[src/rtl/cpu_pkg.sv]
// Shared CPU constants and types for the instruction path.
// Used by Ins_Mem, inst_fetch and decode.
package cpu_pkg;

  localparam int ADDR_W = 16;
  localparam int DATA_W = 16;
  localparam int FETCH_DEPTH = 2;
  localparam logic [ADDR_W-1:0] RESET_PC = 16'h0000;

  typedef logic [ADDR_W-1:0] inst_addr_t;
  typedef logic [DATA_W-1:0] inst_word_t;

  typedef struct packed {
    inst_addr_t pc;
    inst_word_t data;
  } fetch_entry_t;

  function automatic inst_addr_t pc_next(input inst_addr_t pc);
    return pc + inst_addr_t'(1);
  endfunction

endpackage

[src/rtl/fetch_buffer.sv]
// Small synchronous FIFO holding fetched {pc, data} pairs.
// Flush empties it in one cycle; async reset also clears entries.
module fetch_buffer #(
  parameter int EW    = 32,
  parameter int DEPTH = 2
) (
  input  logic          clk,
  input  logic          rst_n,
  input  logic          i_push,
  input  logic          i_pop,
  input  logic          i_flush,
  input  logic [EW-1:0] i_wdata,
  output logic [EW-1:0] o_rdata,
  output logic [$clog2(DEPTH):0] o_count,
  output logic          o_full,
  output logic          o_empty
);

  localparam int PW = (DEPTH > 1) ? $clog2(DEPTH) : 1;
  localparam int CW = $clog2(DEPTH) + 1;

  logic [EW-1:0] r_mem [DEPTH];
  logic [PW-1:0] r_rptr;
  logic [PW-1:0] r_wptr;
  logic [CW-1:0] r_cnt;

  logic w_rd;
  logic w_wr;

  assign o_full  = (r_cnt == CW'(DEPTH));
  assign o_empty = (r_cnt == '0);
  assign o_count = r_cnt;
  assign o_rdata = r_mem[r_rptr];

  // Push into a full buffer is only legal when the head leaves too.
  assign w_rd = i_pop & ~o_empty;
  assign w_wr = i_push & ~i_flush & (~o_full | w_rd);

  always_ff @(posedge clk or negedge rst_n) begin
    if (!rst_n) begin
      r_rptr <= '0;
      r_wptr <= '0;
      r_cnt  <= '0;
    end else if (i_flush) begin
      r_rptr <= '0;
      r_wptr <= '0;
      r_cnt  <= '0;
    end else begin
      if (w_wr) r_wptr <= r_wptr + PW'(1);
      if (w_rd) r_rptr <= r_rptr + PW'(1);
      unique case ({w_wr, w_rd})
        2'b10:   r_cnt <= r_cnt + CW'(1);
        2'b01:   r_cnt <= r_cnt - CW'(1);
        default: r_cnt <= r_cnt;
      endcase
    end
  end

  always_ff @(posedge clk or negedge rst_n) begin
    if (!rst_n) begin
      for (int i = 0; i < DEPTH; i++) r_mem[i] <= '0;
    end else if (w_wr) begin
      r_mem[r_wptr] <= i_wdata;
    end
  end

endmodule

[src/rtl/inst_fetch.sv]
// Instruction fetch: owns the PC, reads Ins_Mem and buffers
// {pc, data} for decode; execute redirects flush the buffer.
module inst_fetch
  import cpu_pkg::*;
#(
  parameter int ADDR_W = cpu_pkg::ADDR_W,
  parameter int DATA_W = cpu_pkg::DATA_W,
  parameter logic [ADDR_W-1:0] RESET_PC = cpu_pkg::RESET_PC,
  parameter int DEPTH = cpu_pkg::FETCH_DEPTH
) (
  input  logic              clk,
  input  logic              rst_n,
  input  logic              enable,
  output logic [ADDR_W-1:0] imem_addrss,
  input  logic [DATA_W-1:0] imem_data,
  input  logic              redirect_valid,
  input  logic [ADDR_W-1:0] redirect_pc,
  output logic              inst_valid,
  input  logic              inst_ready,
  output logic [DATA_W-1:0] inst_data,
  output logic [ADDR_W-1:0] inst_pc
);

  localparam int EW = ADDR_W + DATA_W;

  logic [ADDR_W-1:0]       r_pc;
  logic                    w_pop;
  logic                    w_push;
  logic                    w_full;
  logic                    w_empty;
  logic [EW-1:0]           w_rdata;
  logic [$clog2(DEPTH):0]  w_count;
  logic                    w_unused;

  assign w_unused = &{1'b0, w_count};

  assign imem_addrss = r_pc;
  assign inst_valid  = ~w_empty;
  assign inst_pc     = w_rdata[EW-1:DATA_W];
  assign inst_data   = w_rdata[DATA_W-1:0];

  assign w_pop  = inst_valid & inst_ready;
  assign w_push = enable & ~redirect_valid & (~w_full | w_pop);

  // A refused push leaves the PC in place so the address is retried.
  always_ff @(posedge clk or negedge rst_n) begin
    if (!rst_n) begin
      r_pc <= RESET_PC;
    end else if (redirect_valid) begin
      r_pc <= redirect_pc;
    end else if (w_push) begin
      r_pc <= r_pc + ADDR_W'(1);
    end
  end

  fetch_buffer #(
    .EW    (EW),
    .DEPTH (DEPTH)
  ) u_buf (
    .clk     (clk),
    .rst_n   (rst_n),
    .i_push  (w_push),
    .i_pop   (w_pop),
    .i_flush (redirect_valid),
    .i_wdata ({r_pc, imem_data}),
    .o_rdata (w_rdata),
    .o_count (w_count),
    .o_full  (w_full),
    .o_empty (w_empty)
  );

endmodule
[config.mk]
export PLATFORM = sky130hd
export DESIGN_NAME = inst_fetch
export DESIGN_NICKNAME = d
export VERILOG_FILES = /design/src/rtl/cpu_pkg.sv /design/src/rtl/fetch_buffer.sv /design/src/rtl/inst_fetch.sv
export SDC_FILE = /design/constraint.sdc
export NUM_CORES = 1
export LEC_CHECK = 0
export CORE_ASPECT_RATIO = 1.5
export CORE_MARGIN = 4
export CORE_UTILIZATION = 52
export CTS_CLUSTER_SIZE = 30
export DETAILED_ROUTE_END_ITERATION = 8
export HOLD_SLACK_MARGIN = 0.06
export PLACE_DENSITY_LB_ADDON = 0.12
export SYNTH_ARGS = -nofsm -noshare
export SYNTH_HDL_FRONTEND = slang
export SYNTH_HIERARCHICAL = 1
export SYNTH_SLANG_ARGS = --single-unit
[constraint.sdc]
create_clock -name clk -period 2.7 [get_ports clk]
set_input_delay 0.54 -clock clk [delete_from_list [all_inputs] [get_ports clk]]
set_output_delay 0.54 -clock clk [all_outputs]
set_load 0.005 [all_outputs]
# After elaboration in Yosys (flattened, before gate mapping)
# Cells that the tools add are included.
[classes] n_reduce_logical=6 mux=14 n_bitwise=13 n_lt_le_gt_ge=3 n_addsub=5 n_eq_ne=3
[ops] operator="32-bit 2-to-1 mux" n=4
[ops] operator="64-bit bitwise mux" n=1
[ops] operator="32-bit demux with 1-bit select" n=1
[ops] operator="16-bit 2-to-1 mux" n=2
[ops] operator="16-bit by 1-bit adder with 16-bit output (second input constant)" n=1
[ops] operator="1-bit bitwise AND" n=6
[ops] operator="2-bit nonzero test" n=3
[ops] operator="2-bit == test (second input constant)" n=2
[ops] operator="2-bit >= comparator (second input constant)" n=2
[ops] operator="1-bit 2-to-1 mux" n=4
[ops] operator="1-bit inverter with 2-bit output" n=2
[ops] operator="2-bit case mux with 2 select lines" n=1
[ops] operator="1-bit inverter" n=3
[ops] operator="3-bit nonzero test" n=1
[ops] operator="1-bit adder (second input constant)" n=2
[ops] operator="2-bit by 1-bit adder with 2-bit output (second input constant)" n=1
[ops] operator="2-bit by 1-bit == test with 1-bit output (second input constant)" n=1
[ops] operator="2-bit zero test" n=1
[ops] operator="2-bit by 1-bit less-than comparator with 1-bit output (second input constant)" n=1
[ops] operator="2-bit 2-to-1 mux" n=1
[ops] operator="1-bit bitwise OR" n=2
[ops] operator="2-bit by 1-bit subtractor with 2-bit output (second input constant)" n=1
[ops] operator="1-bit logical AND" n=1
[word_totals] reg_bits=84 inputBits=37 elab_cells=50

# Depth between registers and ports, before layout
[depth] depth_word=10 ltp_mapped=11 depth_no_buf=7

# Modules after synthesis
# Netlist, hierarchy kept.
[modules_own_cells] mod="fetch_buffer" cells_per_inst=198 seq_area_each_um2=1701.6 area_per_inst_um2=3141.8 instances=1
[modules_own_cells] mod="inst_fetch" cells_per_inst=115 seq_area_each_um2=400.4 area_per_inst_um2=1068.5 instances=1

# Worst setup path before layout
# No wires, ideal clock.
[synth_path] path_kind="register to register" from="register u_buf.r_cnt[0] (netlist: u_buf/o_count[0])" to="register u_buf/r_mem[34] in the netlist's numbering" slack_ns=0.206 required_time_ns=2.575 synth_period_minus_slack_ns=2.494 stages_incl_launch_ff=12 t_arrival_ns=2.369 path_cell_list="dfrtp_1 buf_4 nor2_1 nand2b_4 buf_4 a21oi_2 nor2b_1 buf_2 or4b_4 buf_6 buf_12 mux2_4"
[synth_between] elab_chain_len=7 elab_cells_between_ends=11 cone_classes="1 x eq/ne; 9 x bitwise; 1 x reduce/logical"
[synth_lines] item="start: declaration" line_no="fetch_buffer.sv:25" rtl="logic [CW-1:0] r_cnt;"
[synth_lines] item="start signal: assignment" line_no="fetch_buffer.sv:52" rtl="2'b10: r_cnt <= r_cnt + CW'(1);"
[synth_lines] item="start signal: assignment" line_no="fetch_buffer.sv:53" rtl="2'b01: r_cnt <= r_cnt - CW'(1);"
[synth_lines] item="start signal: assignment" line_no="fetch_buffer.sv:54" rtl="default: r_cnt <= r_cnt;"
[synth_lines] item="2-bit zero test" line_no="fetch_buffer.sv:31" rtl="assign o_empty = (r_cnt == '0);"
[synth_lines] item="net w_empty" line_no="inst_fetch.sv:30" rtl="logic w_empty;"
[synth_lines] item="1-bit inverter" line_no="inst_fetch.sv:38" rtl="assign inst_valid = ~w_empty;"
[synth_lines] item="1-bit bitwise AND" line_no="inst_fetch.sv:42" rtl="assign w_pop = inst_valid & inst_ready;"
[synth_lines] item="1-bit bitwise OR" line_no="inst_fetch.sv:43" rtl="assign w_push = enable & ~redirect_valid & (~w_full | w_pop);"
[synth_lines] item="1-bit bitwise AND" line_no="inst_fetch.sv:43"
[synth_lines] item="net w_push" line_no="inst_fetch.sv:28" rtl="logic w_push;"
[synth_lines] item="1-bit bitwise AND (2 in a row)" line_no="fetch_buffer.sv:37" rtl="assign w_wr = i_push & ~i_flush & (~o_full | w_rd);"
[synth_lines] item="end signal: indexed assignment" line_no="fetch_buffer.sv:63" rtl="r_mem[r_wptr] <= i_wdata;"
[synth_lines] item="end: declaration" line_no="fetch_buffer.sv:22" rtl="logic [EW-1:0] r_mem [DEPTH];"
# The timed path passes the listed nets, and every way through them passes these cells.
# A chain may end at the register's enable or synchronous reset.

# Worst setup path in the final report
[layout_path] from="register u_buf.r_rptr" to="output inst_pc[4]"
[layout_between] elab_chain_len=4
[layout_lines] item="start: declaration" line_no="fetch_buffer.sv:23" rtl="logic [PW-1:0] r_rptr;"
[layout_lines] item="start signal: assignment" line_no="fetch_buffer.sv:50" rtl="if (w_rd) r_rptr <= r_rptr + PW'(1);"
[layout_lines] item="1-bit inverter with 2-bit output (not written as such)" line_no="fetch_buffer.sv:33" rtl="assign o_rdata = r_mem[r_rptr];"
[layout_lines] item="32-bit 2-to-1 mux (not written as such) (3 in a row)" line_no="fetch_buffer.sv:33"
[layout_lines] item="end: declaration" line_no="inst_fetch.sv:21" rtl="output logic [ADDR_W-1:0] inst_pc"
# No other way between the ends. The select of a mux whose other input is x is not followed.

==> reports/summary.txt <==
Die X: 81.5 um
Max IR drop VDD: 519 uV
Worst-Margin Slew: 484 ps
Mapped Area: 4210 um2
NetSw: 0.978 mW
largest net degree at the start of global routing: 60
Avg Inst Size Synth: 13.5 um2
Post-Syn Nets: 351
CTS tree: built
max-slew violation count: 0
Initial Util: 0.543
total setup buffers inserted after CTS: 0
max-cap viol count: 0
Worst EP arrival: 2010 ps
top layer in use: met4
FFs w/ async S/R, synth: 1.00
Overall Global Routing Usage: 0.207
Die Ht: 118 um
Clk network pwr share: 0.277
total negative setup slack: 0 ps
# IOs: 86
core area: 7760 um2
first-pass detailed-route iteration total: 4
Post-Synth XOR/XNOR Area: 0.0229
register bit total from synthesis: 84
die area: 9630 um2
Worst Hold Class: in2async
sequential fraction of the synthesis area: 0.499
first-pass GRT wire length: 15400 um
relative slew slack: 0.677
Sw Share: 0.250
DR WL met2: 4690 um
Compound-Gate Fraction of Synth Area: 0.0663
Cell variety after synth: 40
H-tree Lvls: 3
post-route met1 wirelength: 3950 um
cts bufs inserted: 9
CP endpoint kind: output pin
Routed Antenna Nets: 0
routed vias/inst: 5.49
unrepaired setup endpoints after global routing: false
Leak: 2.35 nW
PwrDens: 712 nW/um2
EDFF count, synth: 0
Via Count: 2822
CP required: 2160 ps
fin crit period: 2550 ps
combinational power share: 0.270
outcome: complete, no violations
post-CTS sizing: 0
Syn-to-layout area delta: 30.3%
Syn. warnings: 6
# setup viols final: 0
Inst Count DP: 498
clock slew at reported path FFs: 60 ps
# rows: 39
antenna cells: 0
DR iter-0 viols: 98
share of layout cells above drive strength 1: 0.330
DR WL met3: 326 um
root buffer cell: clkbuf_16
most frequent cells in the layout: dfrtp_1 (84), clkdlybuf4s50_1 (84), mux2_2 (67), mux2_4 (29), nand2_1 (20)
Int Power: 2.93 mW
Final Hold Vio Count: 0
hold buffers post-CTS: 0
clock skew: 6.71 ps
post-route insts no fill: 514
Mapped Cells: 313
drt total wl: 9150 um
Final period util: 0.945
antenna violations before repair: 0
IO Port Bufs: 85
vias in the first global route: 3030
drt wl/cell: 17.8 um
total grt overflow: 0
critical path launch point type: flip-flop
Worst-Skew Late Latency: 330 ps
Post-Synth Simple-Gate Area: 0.0761
Synth Area in Adders: 0.00297
Flop pwr share: 0.453
RD Place Congestion: 0.822
main combinational cell family by area after synthesis: multiplexers
mux cell area share after synthesis: 0.295
top_reg_cell synth: dfrtp_1
DP Area: 5230 um2
clk buf depth: 2
# DRC: 0
number of nets in the layout: 445
Critical Path Fanout Max: 9
worst setup path category: reg2out
Fill cells: 554
DP HPWL: 6220 um
Sink Count: 84
Final Instance Area: 5480 um2
fmax: 392 MHz
metrics by stage:
stage	setup WS [ps]	total power, mW	utilization	hold WS, ps
final	149	3.91	0.707	117
after global routing	69.1	4.11	0.707	143
after CTS	112	3.95	0.707	121
after detailed placement	9.02	2.84	0.674	483
after global placement	86.1	2.81	0.674	479
after floorplan	206	2.30	-	244
sequential cells by signal, indices dropped and copies added, names as in the netlist:
| signal | count |
|---|---|
| u_buf/r_mem | 64 |
| imem_addrss | 16 |
| u_buf/o_count | 2 |
| u_buf/r_wptr | 1 |
| u_buf/r_rptr | 1 |
cell type report:
cell class	count	area, um2	area share
clock buffers	15	248	0.0452
flip-flops and latches	84	2100	0.383
repair buffers	102	1030	0.187
well taps	102	128	0.0233
multi-input cells	205	1950	0.356
inverters	5	18.8	0.00342
clock inverters	1	8.76	0.00160
worst paths after layout:
kind	startpoint	end	slack [ps]	cells past startpoint
worst max-delay path	u_buf/r_rptr	inst_pc[4]	150	3
worst min-delay path	rst_n	u_buf/r_mem[50]	120	1
worst max register to register	u_buf/o_count[0]	u_buf/r_mem[12]	420	9
worst min register to register	u_buf/r_mem[32]	u_buf/r_mem[32]	500	1
max in group asynchronous	rst_n	u_buf/r_mem[54]	1960	2
min in group clk	u_buf/r_mem[32]	u_buf/r_mem[32]	500	1
cells by family (layout without fill, tap and decap cells):
logic type               Yosys count  in the layout
AO/OA/AOI/OAI                     36             36
XOR/XNOR                          11             11
adder cells (fa/ha/maj)            1              1
buffers and inverters             24            123
flip-flops                        84             84
multiplexers                     101            101
AND/OR/NAND/NOR                   56             56
worst max-delay path, cell delays in order (launching register included):
cell             delay, ps
dfrtp_1                610
buf_4                  260
mux2_2                 350
clkdlybuf4s50_1        460
per-layer routing:
metal	up-vias	global-route usage
met4	0	0.0930
met2	68	0.333
li1	1314	-
met3	12	0.0304
met5	-	0
met1	1428	0.274
cell usage after synthesis (2+ instances only):
master     instances  area (um2)
a22oi_1            2        15.0
a21oi_1            3        15.0
buf_12             3        60.1
a2111oi_2          4        60.1
xnor2_1           10        87.6
nor4_1             3        18.8
nand2_1           20        75.1
inv_1              5        18.8
buf_2              5        25.0
nand4_1            2        12.5
clkbuf_1           8        30.0
o21ai_0            8        40.0
o21ai_1            9        45.0
nor3_1             2        10.0
nand3_1            9        45.0
buf_4              2        15.0
mux2_2            67         754
mux2i_1            5        50.1
a211oi_1           4        30.0
nor2b_1            7        43.8
mux2_4            29         435
dfrtp_1           84        2100
nor3b_1            2        15.0
nor2_1             4        15.0
power by group through the flow:
stage | clock (mW) | sequential, mW | combinational, mW
global placement | 0 | 1.77 | 1.04
detailed placement | 0 | 1.78 | 1.06
floorplan | 0 | 1.71 | 0.586
finish | 1.08 | 1.77 | 1.05
CTS | 1.11 | 1.77 | 1.07
global route | 1.15 | 1.81 | 1.14
Note: power is estimated with default switching activity, not from simulation.
